`config.mk`:
```
export PLATFORM = sky130hd
export DESIGN_NAME = imm_encoder
export DESIGN_NICKNAME = d
export VERILOG_FILES = /design/src/rtl/imm_encoder_pkg.sv /design/src/rtl/imm_pack.sv /design/src/rtl/imm_encoder.sv
export SDC_FILE = /design/constraint.sdc
export NUM_CORES = 1
export LEC_CHECK = 0
export ABC_CLOCK_PERIOD_IN_PS = 4800
export BUFFER_PORTS_ARGS = -buffer_cell sky130_fd_sc_hd__buf_4
export CAP_MARGIN = 20
export CORE_UTILIZATION = 40
export DETAILED_ROUTE_END_ITERATION = 16
export SLEW_MARGIN = 20
export SYNTH_ARGS = -nofsm -noshare
export SYNTH_HDL_FRONTEND = slang
export SYNTH_HIERARCHICAL = 1
export SYNTH_SLANG_ARGS = --single-unit
```
`constraint.sdc`:
```
create_clock -name clk -period 4.8 [get_ports clk]
set_input_delay 0.72 -clock clk [delete_from_list [all_inputs] [get_ports clk]]
set_output_delay 0.72 -clock clk [all_outputs]
set_load 0.02 [all_outputs]
```
`src/rtl/imm_encoder_pkg.sv`:
```
// ============================================================================
// Module  : imm_encoder_pkg
// Purpose : Shared immediate-format codes, widths and request type for the
//           immediate encoder/decoder pair.
// Revision: 1.0 - initial release
// ============================================================================
`timescale 1ns/1ps
`default_nettype none

package imm_encoder_pkg;

    localparam int C_INST_W        = 32;
    localparam int C_ERR_CNT_W_DEF = 8;

    typedef enum logic [2:0] {
        IMM_I = 3'b000,
        IMM_S = 3'b001,
        IMM_B = 3'b010,
        IMM_U = 3'b011,
        IMM_J = 3'b100
    } imm_fmt_e;

    // Upper bits that must be a pure sign extension for each format.
    localparam logic [C_INST_W-1:0] C_MASK_31_11 = 32'hFFFF_F800;
    localparam logic [C_INST_W-1:0] C_MASK_31_12 = 32'hFFFF_F000;
    localparam logic [C_INST_W-1:0] C_MASK_31_20 = 32'hFFF0_0000;

    typedef struct packed {
        logic [2:0]          sel;
        logic [C_INST_W-1:0] imm;
        logic [C_INST_W-1:0] base;
    } imm_req_t;

    // True when the masked bits of v are all zeros or all ones.
    function automatic logic sext_ok(input logic [C_INST_W-1:0] v,
                                     input logic [C_INST_W-1:0] mask);
        logic [C_INST_W-1:0] m;
        m = v & mask;
        return (m == '0) || (m == mask);
    endfunction

endpackage : imm_encoder_pkg

`default_nettype wire

```
`src/rtl/imm_pack.sv`:
```
// ============================================================================
// Module  : imm_pack
// Purpose : Combinational scatter of an immediate into an instruction template
//           plus range/alignment/format checking.
// Revision: 1.0 - initial release
// ============================================================================
`timescale 1ns/1ps
`default_nettype none

module imm_pack
    import imm_encoder_pkg::*;
(
    input  logic [2:0]          i_sel,
    input  logic [C_INST_W-1:0] i_imm,
    input  logic [C_INST_W-1:0] i_base,
    output logic [C_INST_W-1:0] o_inst,
    output logic                o_err
);

    always_comb begin
        o_inst = i_base;
        o_err  = 1'b0;
        case (i_sel)
            IMM_I: begin
                o_inst[31:20] = i_imm[11:0];
                o_err         = !sext_ok(i_imm, C_MASK_31_11);
            end
            IMM_S: begin
                o_inst[31:25] = i_imm[11:5];
                o_inst[11:7]  = i_imm[4:0];
                o_err         = !sext_ok(i_imm, C_MASK_31_11);
            end
            IMM_B: begin
                o_inst[31]    = i_imm[12];
                o_inst[7]     = i_imm[11];
                o_inst[30:25] = i_imm[10:5];
                o_inst[11:8]  = i_imm[4:1];
                o_err         = !sext_ok(i_imm, C_MASK_31_12) || i_imm[0];
            end
            IMM_U: begin
                o_inst[31:12] = i_imm[19:0];
                o_err         = |i_imm[31:20];
            end
            IMM_J: begin
                o_inst[31]    = i_imm[20];
                o_inst[30:21] = i_imm[10:1];
                o_inst[20]    = i_imm[11];
                o_inst[19:12] = i_imm[19:12];
                o_err         = !sext_ok(i_imm, C_MASK_31_20) || i_imm[0];
            end
            // Unknown format: template passes through untouched, flagged.
            default: begin
                o_inst = i_base;
                o_err  = 1'b1;
            end
        endcase
    end

endmodule : imm_pack

`default_nettype wire

```
`src/rtl/imm_encoder.sv`:
```
// ============================================================================
// Module  : imm_encoder
// Purpose : Two-stage valid/ready pipeline that packs immediates into RISC-V
//           instruction templates and counts errored output words.
// Revision: 1.0 - initial release
// ============================================================================
`timescale 1ns/1ps
`default_nettype none

module imm_encoder
    import imm_encoder_pkg::*;
#(
    parameter int ERR_CNT_W = C_ERR_CNT_W_DEF
)
(
    input  logic                 clk,
    input  logic                 rst_n,
    input  logic                 in_valid,
    output logic                 in_ready,
    input  logic [2:0]           im_sel,
    input  logic [C_INST_W-1:0]  imm,
    input  logic [C_INST_W-1:0]  base,
    output logic                 out_valid,
    input  logic                 out_ready,
    output logic [C_INST_W-1:0]  inst,
    output logic                 out_err,
    input  logic                 err_clr,
    output logic [ERR_CNT_W-1:0] err_cnt
);

    localparam logic [ERR_CNT_W-1:0] C_CNT_ONE = {{(ERR_CNT_W-1){1'b0}}, 1'b1};

    logic                 r_s1_vld;
    imm_req_t             r_s1_req;
    logic                 r_s2_vld;
    logic [C_INST_W-1:0]  r_s2_inst;
    logic                 r_s2_err;
    logic [ERR_CNT_W-1:0] r_err_cnt;

    logic                 w_s2_rdy;
    logic [C_INST_W-1:0]  w_inst;
    logic                 w_err;
    logic                 w_out_hs;

    // S2 can take a word when empty or when its current word leaves this cycle.
    assign w_s2_rdy = !r_s2_vld || out_ready;
    assign in_ready = !r_s1_vld || w_s2_rdy;
    assign w_out_hs = r_s2_vld && out_ready;

    always_ff @(posedge clk or negedge rst_n) begin
        if (!rst_n) begin
            r_s1_vld <= 1'b0;
            r_s1_req <= '0;
        end else if (in_ready) begin
            r_s1_vld <= in_valid;
            if (in_valid) begin
                r_s1_req.sel  <= im_sel;
                r_s1_req.imm  <= imm;
                r_s1_req.base <= base;
            end
        end
    end

    imm_pack u_imm_pack (
        .i_sel  (r_s1_req.sel),
        .i_imm  (r_s1_req.imm),
        .i_base (r_s1_req.base),
        .o_inst (w_inst),
        .o_err  (w_err)
    );

    always_ff @(posedge clk or negedge rst_n) begin
        if (!rst_n) begin
            r_s2_vld  <= 1'b0;
            r_s2_inst <= '0;
            r_s2_err  <= 1'b0;
        end else if (w_s2_rdy) begin
            r_s2_vld <= r_s1_vld;
            if (r_s1_vld) begin
                r_s2_inst <= w_inst;
                r_s2_err  <= w_err;
            end
        end
    end

    // Clear wins over a coincident increment; the count sticks at all-ones.
    always_ff @(posedge clk or negedge rst_n) begin
        if (!rst_n) begin
            r_err_cnt <= '0;
        end else if (err_clr) begin
            r_err_cnt <= '0;
        end else if (w_out_hs && r_s2_err && (r_err_cnt != {ERR_CNT_W{1'b1}})) begin
            r_err_cnt <= r_err_cnt + C_CNT_ONE;
        end
    end

    assign out_valid = r_s2_vld;
    assign inst      = r_s2_inst;
    assign out_err   = r_s2_err;
    assign err_cnt   = r_err_cnt;

endmodule : imm_encoder

`default_nettype wire

```
==> Word-level counts from Yosys, hierarchy flattened <==
Cells that the tools add are included.
{ "word_totals": {"register_bits": 110, "out_inout_bits": 43, "elab_cells": 48} }
{ "classes": {"addsub": 1, "n_eq_ne": 8, "n_mux": 7, "reduce_logical": 24} }
{ "op_table": {"columns": ["op", "count"], "rows": [
  ["32-bit logical NOT", 3],
  ["7-bit one-hot mux with 4 select lines", 1],
  ["21-bit equality test (second input constant)", 1],
  ["20-bit equality test (second input constant)", 1],
  ["8-bit two-way mux", 2],
  ["8-bit one-hot mux with 2 select lines", 1],
  ["5-bit one-hot mux with 3 select lines", 1],
  ["12-bit equality test (second input constant)", 1],
  ["12-bit OR reduction", 1],
  ["5-bit one-hot mux with 2 select lines", 1],
  ["8-bit by 1-bit adder with 8-bit output (second input constant)", 1],
  ["8-bit != test (second input constant)", 1],
  ["1-bit logical OR", 7],
  ["3-bit by 2-bit equality test with 1-bit output (second input constant)", 2],
  ["1-bit logical NOT", 5],
  ["1-bit one-hot mux with 4 select lines", 1],
  ["2-bit AND reduction", 2],
  ["3-bit by 1-bit equality test with 1-bit output (second input constant)", 1],
  ["3-bit equality test (second input constant)", 1],
  ["1-bit logical AND", 3],
  ["3-bit logical NOT", 1],
  ["2-bit nonzero test", 1],
  ["2-bit OR reduction", 1]
]} }

==> Longest topological paths before layout <==
Gate-level depths: netlist of the first run.
{ "depth": {"depth_word": 5, "ltp_mapped": 7} }

==> By module <==
Netlist of the first run, hierarchy kept.
{ "modules_own_cells": {"columns": ["module", "n_inst", "cells_each", "area_each_um2"], "rows": [
  ["imm_encoder", 1, 266, 4276.6],
  ["imm_pack", 1, 159, 1028.5]
]} }

==> Worst setup path after synthesis of the first run <==
Ideal clock, no wire load.
{ "synth_path": {"path_type": "input to register", "from": "input out_ready", "to": "register r_s1_req[15] (netlist name)", "setup_time_ns": 0.125, "arrival_ns": 1.850, "required_ns": 4.675, "path_slack_ns": 2.826, "stages": 5, "cell_sequence": "nand3b_1 nand2_1 buf_4 buf_6 mux2_2"} }
{ "synth_via": {"elab_chain_len": 3} }
{ "synth_rtl": {"columns": ["element", "line", "source"], "rows": [
  ["from (decl)", "imm_encoder.sv:24", "input logic out_ready,"],
  ["1-bit logical OR", "imm_encoder.sv:46", "assign w_s2_rdy = !r_s2_vld || out_ready;"],
  ["1-bit logical OR", "imm_encoder.sv:47", "assign in_ready = !r_s1_vld || w_s2_rdy;"],
  ["2-bit AND reduction (no source line)", null, null],
  ["to (decl)", "imm_encoder.sv:34", "imm_req_t r_s1_req;"]
]} }
No other way between the ends.
A chain may end at the register's enable or synchronous reset.

==> Worst setup path in the final report of the first run <==
{ "layout_path": {"from": "input out_ready", "to": "register r_s1_req[45] (netlist name)"} }
The elaborated chain is that of the path after synthesis.

==> results of run 1 <==
[layout by cell type, fill, tap and decap left out, types with 2 or more instances in the layout]
| master | instances |
|---|---|
| a211oi_1 | 8 |
| a311oi_1 | 2 |
| nor2_1 | 18 |
| a22oi_1 | 6 |
| nand3_1 | 11 |
| nand2_1 | 21 |
| mux2_2 | 107 |
| mux2i_1 | 4 |
| a21oi_1 | 8 |
| o211ai_1 | 3 |
| or3_1 | 2 |
| nand4_1 | 6 |
| dfrtp_1 | 110 |
| nor3b_1 | 7 |
| o221a_2 | 8 |
| clkinv_2 | 4 |
| o21ai_0 | 8 |
| inv_1 | 2 |
| nand2_2 | 2 |
| nand2b_1 | 9 |
| nor3_1 | 2 |
| and4_1 | 2 |
| clkbuf_16 | 9 |
| buf_4 | 120 |
| nor4_1 | 6 |
| nor2b_1 | 10 |
| a22o_1 | 6 |
| a31oi_1 | 6 |
[synthesized netlist by cell type, types with 2 or more instances]
cell type	number
a211oi_1	8
nand4_1	6
or3_1	2
o221a_2	8
mux2_2	107
buf_2	12
nor3b_1	7
buf_4	13
o21ai_0	8
a31oi_1	6
mux2i_1	4
a21oi_1	8
inv_1	2
a311oi_1	2
a22oi_1	6
a22o_1	6
nand3_1	11
nor2_1	18
nand2_1	22
nor2b_1	10
dfrtp_1	110
buf_6	6
nor3_1	2
nand2b_1	9
nor4_1	6
and4_1	2
o211ai_1	3
[per-layer routing]
layer | wire, um | share of wire, % | vias to the layer above
li1 | - | - | 1757
met1 | 5350 | 44 | 1836
met2 | 5810 | 48 | 104
met3 | 827 | 6.8 | 16
met4 | 238 | 1.9 | 0
met5 | 0 | 0 | -
[layout make-up]
cell class / count / area share [%]
flip-flops and latches: 110 / 42.5
multi-input cells: 281 / 35.8
repair buffers: 120 / 13.9
clock buffers: 10 / 3.69
well taps: 172 / 3.32
clock inverters: 5 / 0.772
inverters: 2 / 0.116
[registers in the layout, indices dropped and copies added, names as in the netlist]
register and cells:
r_s1_req 67, inst 32, err_cnt 8, out_err 1
out_valid 1, r_s1_vld 1
[cells by family after synthesis]
family                   share of synthesized area, %
adder cells (fa/ha/maj)                         0.236
AND/OR/NAND/NOR                                  10.7
multiplexers                                     23.5
buffers and inverters                            4.46
flip-flops                                       51.9
AO/OA/AOI/OAI                                    9.25
[power by group through the flow]
stage                     sequential [uW]  clock [uW]  combinational (uW)
after floorplan                      1370           0                 431
after global placement               1270           0                 841
after detailed placement             1280           0                 854
after CTS                            1260         765                 855
after global routing                 1290         794                 914
final                                1260         737                 845
[through the flow]
stage	hold slack (ps)	setup slack, ps	power (uW)	cell area, sq um	utilization (%)
CTS	505	2330	2880	6480	50.8
finish	496	2330	2840	6480	50.8
floorplan	424	2830	1800	5310	-
global route	509	2230	2990	6480	50.8
global placement	471	1990	2110	6190	48.5
detailed placement	490	1950	2130	6190	48.5
[worst max-delay path, stage by stage]
cell	delay, ps
buf_4	120
nand3b_1	200
nand2_2	780
buf_4	470
mux2_2	380
[final timing paths]
path                                    from            to  slack (ps)  cells past startpoint
worst max register to register  r_s1_req[64]      inst[22]        2430                      5
max in group asynchronous              rst_n   r_s1_req[3]        3220                      2
worst min register to register   r_s1_req[3]   r_s1_req[3]         500                      1
worst max-delay path               out_ready  r_s1_req[45]        2330                      5
min in group clk                 r_s1_req[3]   r_s1_req[3]         500                      1
worst min-delay path                   rst_n  r_s1_req[47]         500                      1
==> flow_metrics.py, run 1 <==
metrics = {
    "status": {
        "status": "complete, no violations",
    },
    "clock_tree": {
        "root_buffer": "clkbuf_16",
        "clk_pin_slew_ps": 70,
        "holdBufCountCts": 0,
        "cts_num_sinks": 110,
        "clk_latency_ps": 350,
        "h-tree-depth": 3,
        "clk_path_buf_depth": 2,
        "cts_resized": 0,
        "cts_post_setup_buffers_inserted": 0,
        "cts_buffers": 9,
        "cts_tree": "built",
    },
    "drt": {
        "wl_per_cell_um": 17.5,
        "drt_iter0_markers": 205,
        "vias": 3713,
        "drc": 0,
        "drtAntennaViolNets": 0,
        "drt-total-wl_um": 12200,
        "drt-pass1-iter-count": 4,
        "vias_per_cell": 5.30,
    },
    "synthesis": {
        "synthArstFlopShare_pct": 100,
        "ys_seq_area_share_pct": 51.9,
        "yosys.area.top_type_share_pct": 51.9,
        "ys.warnings.count": 6,
        "synth_cell_types": 48,
        "ys.flop_type": "dfrtp_1",
        "synth_area_sq_um": 5310,
        "synthCells": 425,
        "ys_ff_latch": 110,
        "syn_avg_cell_area_sq_um": 12.5,
        "post-synth-top-area-cell": "dfrtp_1",
        "synth-edff-count": 0,
        "syn_nets": 498,
        "netlist_top_cells_area": "dfrtp_1, mux2_2, buf_4, o221a_2, nand2_1",
    },
    "sta": {
        "slew_headroom_pct": 29.3,
        "tightest_slew_ps": 1060,
        "hold_viol": 0,
        "post-route-period-util_pct": 51.4,
        "fmaxAchievable_ghz": 0.405,
        "fin_tns_setup_ps": 0,
        "rsz0062_at_grt": "false",
        "min_period_ps": 2470,
        "setup_viol": 0,
        "clock_skew_ps": 5.82,
        "slew_violations": 0,
    },
    "power_and_ir_drop": {
        "leakagePower_uw": 0.00280,
        "p_comb_share_pct": 29.7,
        "switchingPower_uw": 880,
        "p_seq_share_pct": 44.3,
        "p_int_uw": 1960,
        "p_sw_share_pct": 31.0,
        "p_clk_share_pct": 25.9,
        "power_density_nw_per_um2": 438,
        "peakVddDrop_mv": 0.259,
    },
    "die": {
        "row_count": 41,
        "die_area_sq_um": 13700,
        "start_util_pct": 41.5,
        "fp.dieH_um": 117,
        "coreArea_sq_um": 12800,
        "ioPinCount": 115,
        "dieWidth_um": 117,
    },
    "global_route": {
        "grt_use_met3_pct": 5.82,
        "grt_max_degree": 73,
        "grt-busiest-layer": "met2",
        "track_usage_pct": 19.1,
        "use_met1_pct": 24.9,
        "grt_util_met2_pct": 29.6,
        "grt_pass1_vias": 3688,
        "antenna_found_initial": 0,
        "grt_first_pass_wirelength_um": 19300,
        "overflow": 0,
    },
    "setup_path": {
        "required_ps": 5040,
        "cp.arrival_ps": 2700,
        "cp-end-kind": "register",
        "critPathKind": "input port to register",
        "crit_fanout": 43,
        "startpoint_type": "input port",
    },
    "min_path": {
        "hold_path_class": "input port to async pin",
    },
    "layout": {
        "seqCellArea_sq_um": 2750,
        "final.fill_count": 1156,
        "multi_input_area_sq_um": 2320,
        "synthToLayoutAreaGrowth_pct": 22.2,
        "nets": 597,
        "diodes": 0,
        "drive_gt1_share_pct": 48.9,
        "stdcell_count": 700,
    },
    "placed_design": {
        "io_buffers": 114,
        "dpl.cell_count": 685,
        "gp_congestion": 0.802,
        "dp_hpwl_um": 8460,
    },
    "job": {
        "maxCapViolCount": 0,
    },
}
Power figures use the tool's default switching activity.
==> run 2, diff against run 1 <==
ABC_CLOCK_PERIOD_IN_PS = 2500   (was 4800)
clock period = 2.5 ns   (was 4.8 ns; I/O delays follow)
==> run 2 against run 1 <==
Against the previous run:
- first-iteration DRC count up 13%
- critical endpoint is now inst[8]
- sequential power grew 95%
- largest cell class unchanged
- critical path type is now register to register
- final area increased by 1.6%
==> flow_metrics.py, run 2 (synthesis gave the netlist of run 1 again) <==
metrics = {
    "status": {
        "status": "complete, no violations",
    },
    "global_route": {
        "overflow": 0,
        "grt_max_degree": 68,
        "grt_first_pass_wirelength_um": 19700,
        "grt_pass1_vias": 3696,
        "antenna_found_initial": 0,
        "track_usage_pct": 19.2,
    },
    "drt": {
        "drt_iter0_markers": 232,
        "wl_per_cell_um": 17.5,
        "drc": 0,
        "drt-total-wl_um": 12300,
        "vias_per_cell": 5.31,
        "drt-pass1-iter-count": 4,
        "vias": 3753,
        "drtAntennaViolNets": 0,
    },
    "sta": {
        "fin_ws_ps": 584,
        "slew_violations": 0,
        "setup_viol": 0,
        "min_period_ps": 1920,
        "hold_viol": 0,
        "fmaxAchievable_ghz": 0.522,
        "fin_tns_setup_ps": 0,
        "tightest_slew_ps": 639,
        "slew_headroom_pct": 57.4,
        "rsz0062_at_grt": "false",
        "post-route-period-util_pct": 76.7,
        "clock_skew_ps": 12.2,
    },
    "clock_tree": {
        "root_buffer": "clkbuf_16",
        "clk_path_buf_depth": 2,
        "clk_latency_ps": 350,
        "clk_pin_slew_ps": 70,
        "h-tree-depth": 3,
        "cts_buffers": 9,
        "cts_num_sinks": 110,
        "cts_resized": 0,
        "holdBufCountCts": 0,
        "cts_post_setup_buffers_inserted": 0,
        "cts_tree": "built",
    },
    "die": {
        "coreArea_sq_um": 12800,
        "start_util_pct": 41.5,
        "die_area_sq_um": 13700,
        "fp.dieH_um": 117,
        "ioPinCount": 115,
        "dieWidth_um": 117,
        "row_count": 41,
    },
    "layout": {
        "seqCellArea_sq_um": 2750,
        "largest_reg_flops": 67,
        "final.fill_count": 1133,
        "final_cell_mix": "buf_4, dfrtp_1, mux2_2, nand2_1, nor2_1",
        "stdcell_count": 707,
        "fin_area_sq_um": 6590,
        "drive_gt1_share_pct": 49.5,
        "synthToLayoutAreaGrowth_pct": 24.2,
        "final_common_cell": "buf_4",
        "top_register": "r_s1_req",
        "diodes": 0,
        "nets": 603,
        "multi_input_area_sq_um": 2320,
    },
    "setup_path": {
        "cpLargestDelayFamily": "flip-flops",
        "cp.arrival_ps": 2150,
        "critPathKind": "register to register",
        "slowest_delay_ps": 740,
        "startpoint_type": "register",
        "path_cells": "nand2b_1, a21oi_2, mux2_2, mux2_2",
        "crit_fanout": 19,
        "critPathMostFrequentCell": "mux2_2",
        "slowest_stage": "dfrtp_1",
        "cp.buffers_inverters": 0,
        "cp-end-kind": "register",
        "required_ps": 2740,
    },
    "placed_design": {
        "io_buffers": 114,
        "dpl.cell_count": 691,
        "gp_congestion": 0.784,
        "dp_slack_ps": 596,
        "dp_hpwl_um": 8810,
        "post_dp_cell_area_sq_um": 6260,
    },
    "power_and_ir_drop": {
        "peakVddDrop_mv": 0.557,
        "power_density_nw_per_um2": 854,
        "total_power_uw": 5620,
        "leakagePower_uw": 0.00285,
    },
    "job": {
        "maxCapViolCount": 0,
    },
    "min_path": {
        "hold_path_class": "input port to async pin",
    },
}
[run 2: path summary, 6_finish.rpt]
check	from	end	slack, ps	depth (start not counted)
worst max-delay path	r_s1_req[64]	inst[8]	580	4
worst min-delay path	rst_n	r_s1_req[48]	40	1
worst max register to register	r_s1_req[64]	inst[8]	580	4
min in group clk	in_valid	r_s1_vld	240	2
worst min register to register	r_s1_vld	out_valid	500	1
max in group asynchronous	rst_n	r_s1_req[64]	1770	2
[run 2: per-layer routing]
metal	vias to the layer above	part of all wire (%)	global-route usage, %
li1	1773	-	-
met1	1876	44	24.7
met2	102	49	31.2
met3	2	6.6	6.80
met4	0	0.32	4.14
met5	-	0	0
[run 2: stage by stage]
| stage | hold slack [ps] | utilization [%] |
|---|---|---|
| finish | 43.0 | 51.6 |
| CTS | 60.2 | 51.6 |
| detailed placement | 435 | 49.0 |
| global route | 69.1 | 51.6 |
| global placement | 444 | 49.0 |
| floorplan | 79.4 | - |
[run 2: worst register-to-register path: stages, from the launching register on]
cell	delay, ps
dfrtp_1	740
nand2b_1	150
a21oi_2	290
mux2_2	370
mux2_2	260
[run 2: area by class of cell]
type                       instances  share of cell area, %
sequential                       110                   41.8
multi-input combinational        281                   35.2
timing repair buffer             126                   14.7
clock buffer                       9                   3.42
tap                              172                   3.27
clock inverter                     7                   1.46
inverter                           2                  0.114
[run 2: report_power, final]
| group | total [uW] | internal [uW] | switching [uW] |
|---|---|---|---|
| Combinational | 1620 | 845 | 772 |
| Clock | 1540 | 884 | 658 |
| Sequential | 2460 | 2140 | 320 |
| Total | 5620 | 3870 | 1750 |
==> run 3, diff against run 2 <==
ABC_CLOCK_PERIOD_IN_PS = 1700   (was 2500)
clock period = 1.7 ns   (was 2.5 ns; I/O delays follow)
==> run 3 against run 2 <==
Against the previous run:
- the run now ends with negative setup slack left
- fmax rose by 11%
- sequential power rose by 46%
- register-to-register slack got worse by 620 ps
- clock skew fell by 5.4 ps
- global-route usage rose by 0.94 points
==> flow_metrics.py, run 3 (synthesis gave the netlist of run 1 again) <==
metrics = {
    "status": {
        "status": "finished, violations left",
        "violations": "negative setup slack",
    },
    "setup_path": {
        "r2r_cells": 5,
        "reg2reg_from": "r_s1_req[55]",
        "cp.buffers_inverters": 0,
        "cp-end-kind": "register",
        "slowest_stage": "or3_1",
        "cp.arrival_ps": 1960,
        "cpLargestDelayFamily": "simple AND/OR/NAND/NOR gates",
        "slowest_delay_ps": 430,
        "critPathKind": "register to register",
        "r2r_end": "out_err",
        "required_ps": 1930,
        "startpoint_type": "register",
        "rrSetupSlack_ps": -30,
        "crit_fanout": 3,
        "path_cells": "nand4_1, or3_1, nor3_1, o211ai_1, mux2_2",
    },
    "power_and_ir_drop": {
        "leakagePower_uw": 0.00302,
        "total_power_uw": 8540,
        "power_density_nw_per_um2": 1230,
        "peakVddDrop_mv": 0.801,
    },
    "clock_tree": {
        "clk_latency_ps": 350,
        "cts_buffers": 9,
        "h-tree-depth": 3,
        "root_buffer": "clkbuf_16",
        "clk_path_buf_depth": 2,
        "cts_tree": "built",
        "cts_num_sinks": 110,
        "clk_pin_slew_ps": 70,
    },
    "drt": {
        "wl_per_cell_um": 17.9,
        "drt-total-wl_um": 13200,
        "vias_per_cell": 5.36,
        "drc": 0,
        "vias": 3940,
        "drtAntennaViolNets": 0,
        "drt_iter0_markers": 204,
        "drt-pass1-iter-count": 4,
    },
    "sta": {
        "rsz0062_at_grt": "true",
        "hold_ws_ps": 115,
        "min_period_ps": 1730,
        "fin_ws_ps": -31.6,
        "fmaxAchievable_ghz": 0.577,
        "post-route-period-util_pct": 102,
        "tightest_slew_ps": 544,
        "setup_viol": 1,
        "clock_skew_ps": 6.83,
        "slew_headroom_pct": 63.8,
        "hold_viol": 0,
        "slew_violations": 0,
    },
    "layout": {
        "utilization_pct": 54.3,
        "final_common_cell": "buf_4",
        "fin_area_sq_um": 6940,
        "diodes": 0,
        "final_cell_mix": "buf_4, mux2_2, dfrtp_1, nand2_1, nor2_1",
        "drive_gt1_share_pct": 55.1,
        "nets": 631,
        "top_register": "r_s1_req",
        "final.fill_count": 1142,
        "seqCellArea_sq_um": 2760,
        "largest_reg_flops": 67,
        "multi_input_area_sq_um": 2400,
        "synthToLayoutAreaGrowth_pct": 30.8,
    },
    "die": {
        "dieWidth_um": 117,
        "row_count": 41,
        "ioPinCount": 115,
        "start_util_pct": 41.5,
        "fp.dieH_um": 117,
        "die_area_sq_um": 13700,
        "coreArea_sq_um": 12800,
    },
    "min_path": {
        "holdPathEnd": "r_s1_vld",
        "hold_depth": 2,
        "hp-start": "in_valid",
        "hold_path_class": "input port to register",
    },
    "global_route": {
        "grt_max_degree": 69,
        "use_met1_pct": 25.5,
        "grt-busiest-layer": "met2",
        "grt_first_pass_wirelength_um": 20700,
        "grt_util_met2_pct": 33.3,
        "overflow": 0,
        "grt_pass1_vias": 4052,
        "track_usage_pct": 20.1,
        "grt_use_met3_pct": 6.13,
        "antenna_found_initial": 0,
    },
    "placed_design": {
        "dp_hpwl_um": 9390,
        "dp_slack_ps": -73.7,
        "post_dp_cell_area_sq_um": 6500,
        "gp_congestion": 0.806,
        "io_buffers": 114,
    },
    "job": {
        "maxCapViolCount": 0,
    },
}
run 3: cell count changes in the layout (fill, tap and decap cells not counted), sizes merged:
cell	change
buf	+27
clkbuf	+2
clkinv	-1
dlygate4sd3	+1
inv	-1
run 3: how the worst max path moves through the flow:
| stage | start | end | slack [ps] | cells after the start |
|---|---|---|---|---|
| global route | r_s1_req[55] | out_err | -40 | 5 |
| finish | r_s1_req[55] | out_err | -30 | 5 |
| floorplan | err_cnt[0] | err_cnt[0] | 2 | 4 |
| detailed placement | r_s1_req[60] | out_err | -70 | 5 |
| CTS | r_s1_req[62] | out_err | -20 | 5 |
| global placement | r_s1_req[60] | out_err | -60 | 5 |
run 3: metal layers:
layer / wire [um] / up-vias / share of wire [%]
met5: 0 / - / 0
met4: 180 / 0 / 1.4
met3: 770 / 13 / 5.8
met2: 6480 / 137 / 49
met1: 5750 / 1966 / 44
li1: - / 1824 / -
run 3: worst reg2reg max path: stages (launching register included):
cell,delay [ps]
dfrtp_1,390
nand4_1,200
or3_1,430
nor3_1,160
o211ai_1,150
mux2_2,280
run 3: power breakdown:
group	total [uW]	switching [uW]	leakage [uW]	internal (uW)
sequential	3580	419	0.00129	3160
combinational	2660	1270	0.00156	1390
clock	2310	937	0.000166	1370
total	8540	2630	0.00302	5920
run 3: what timing repair did:
action,4_1_cts,5_1_grt
buffers inserted,0,1
endpoints found under the setup margin,15,20
gates resized for setup,8,14
hold endpoints to repair,68,0
pin swaps,1,4
hold buffers,1,0
run 3: final cells by class:
| cell class | instances | area share [%] |
|---|---|---|
| Clock buffer | 11 | 3.64 |
| Timing Repair Buffer | 154 | 17.6 |
| Tap cell | 172 | 3.10 |
| Sequential cell | 110 | 39.7 |
| Multi-Input combinational cell | 281 | 34.6 |
| Clock inverter | 5 | 1.14 |
| Inverter | 2 | 0.108 |
run 3: stage by stage:
step / setup TNS [ps] / instances
after floorplan: 0 / 425
after global placement: -85.5 / 717
after detailed placement: -89.9 / 717
after CTS: -18.7 / 734
after global routing: -41.7 / 735
final: -31.6 / 735
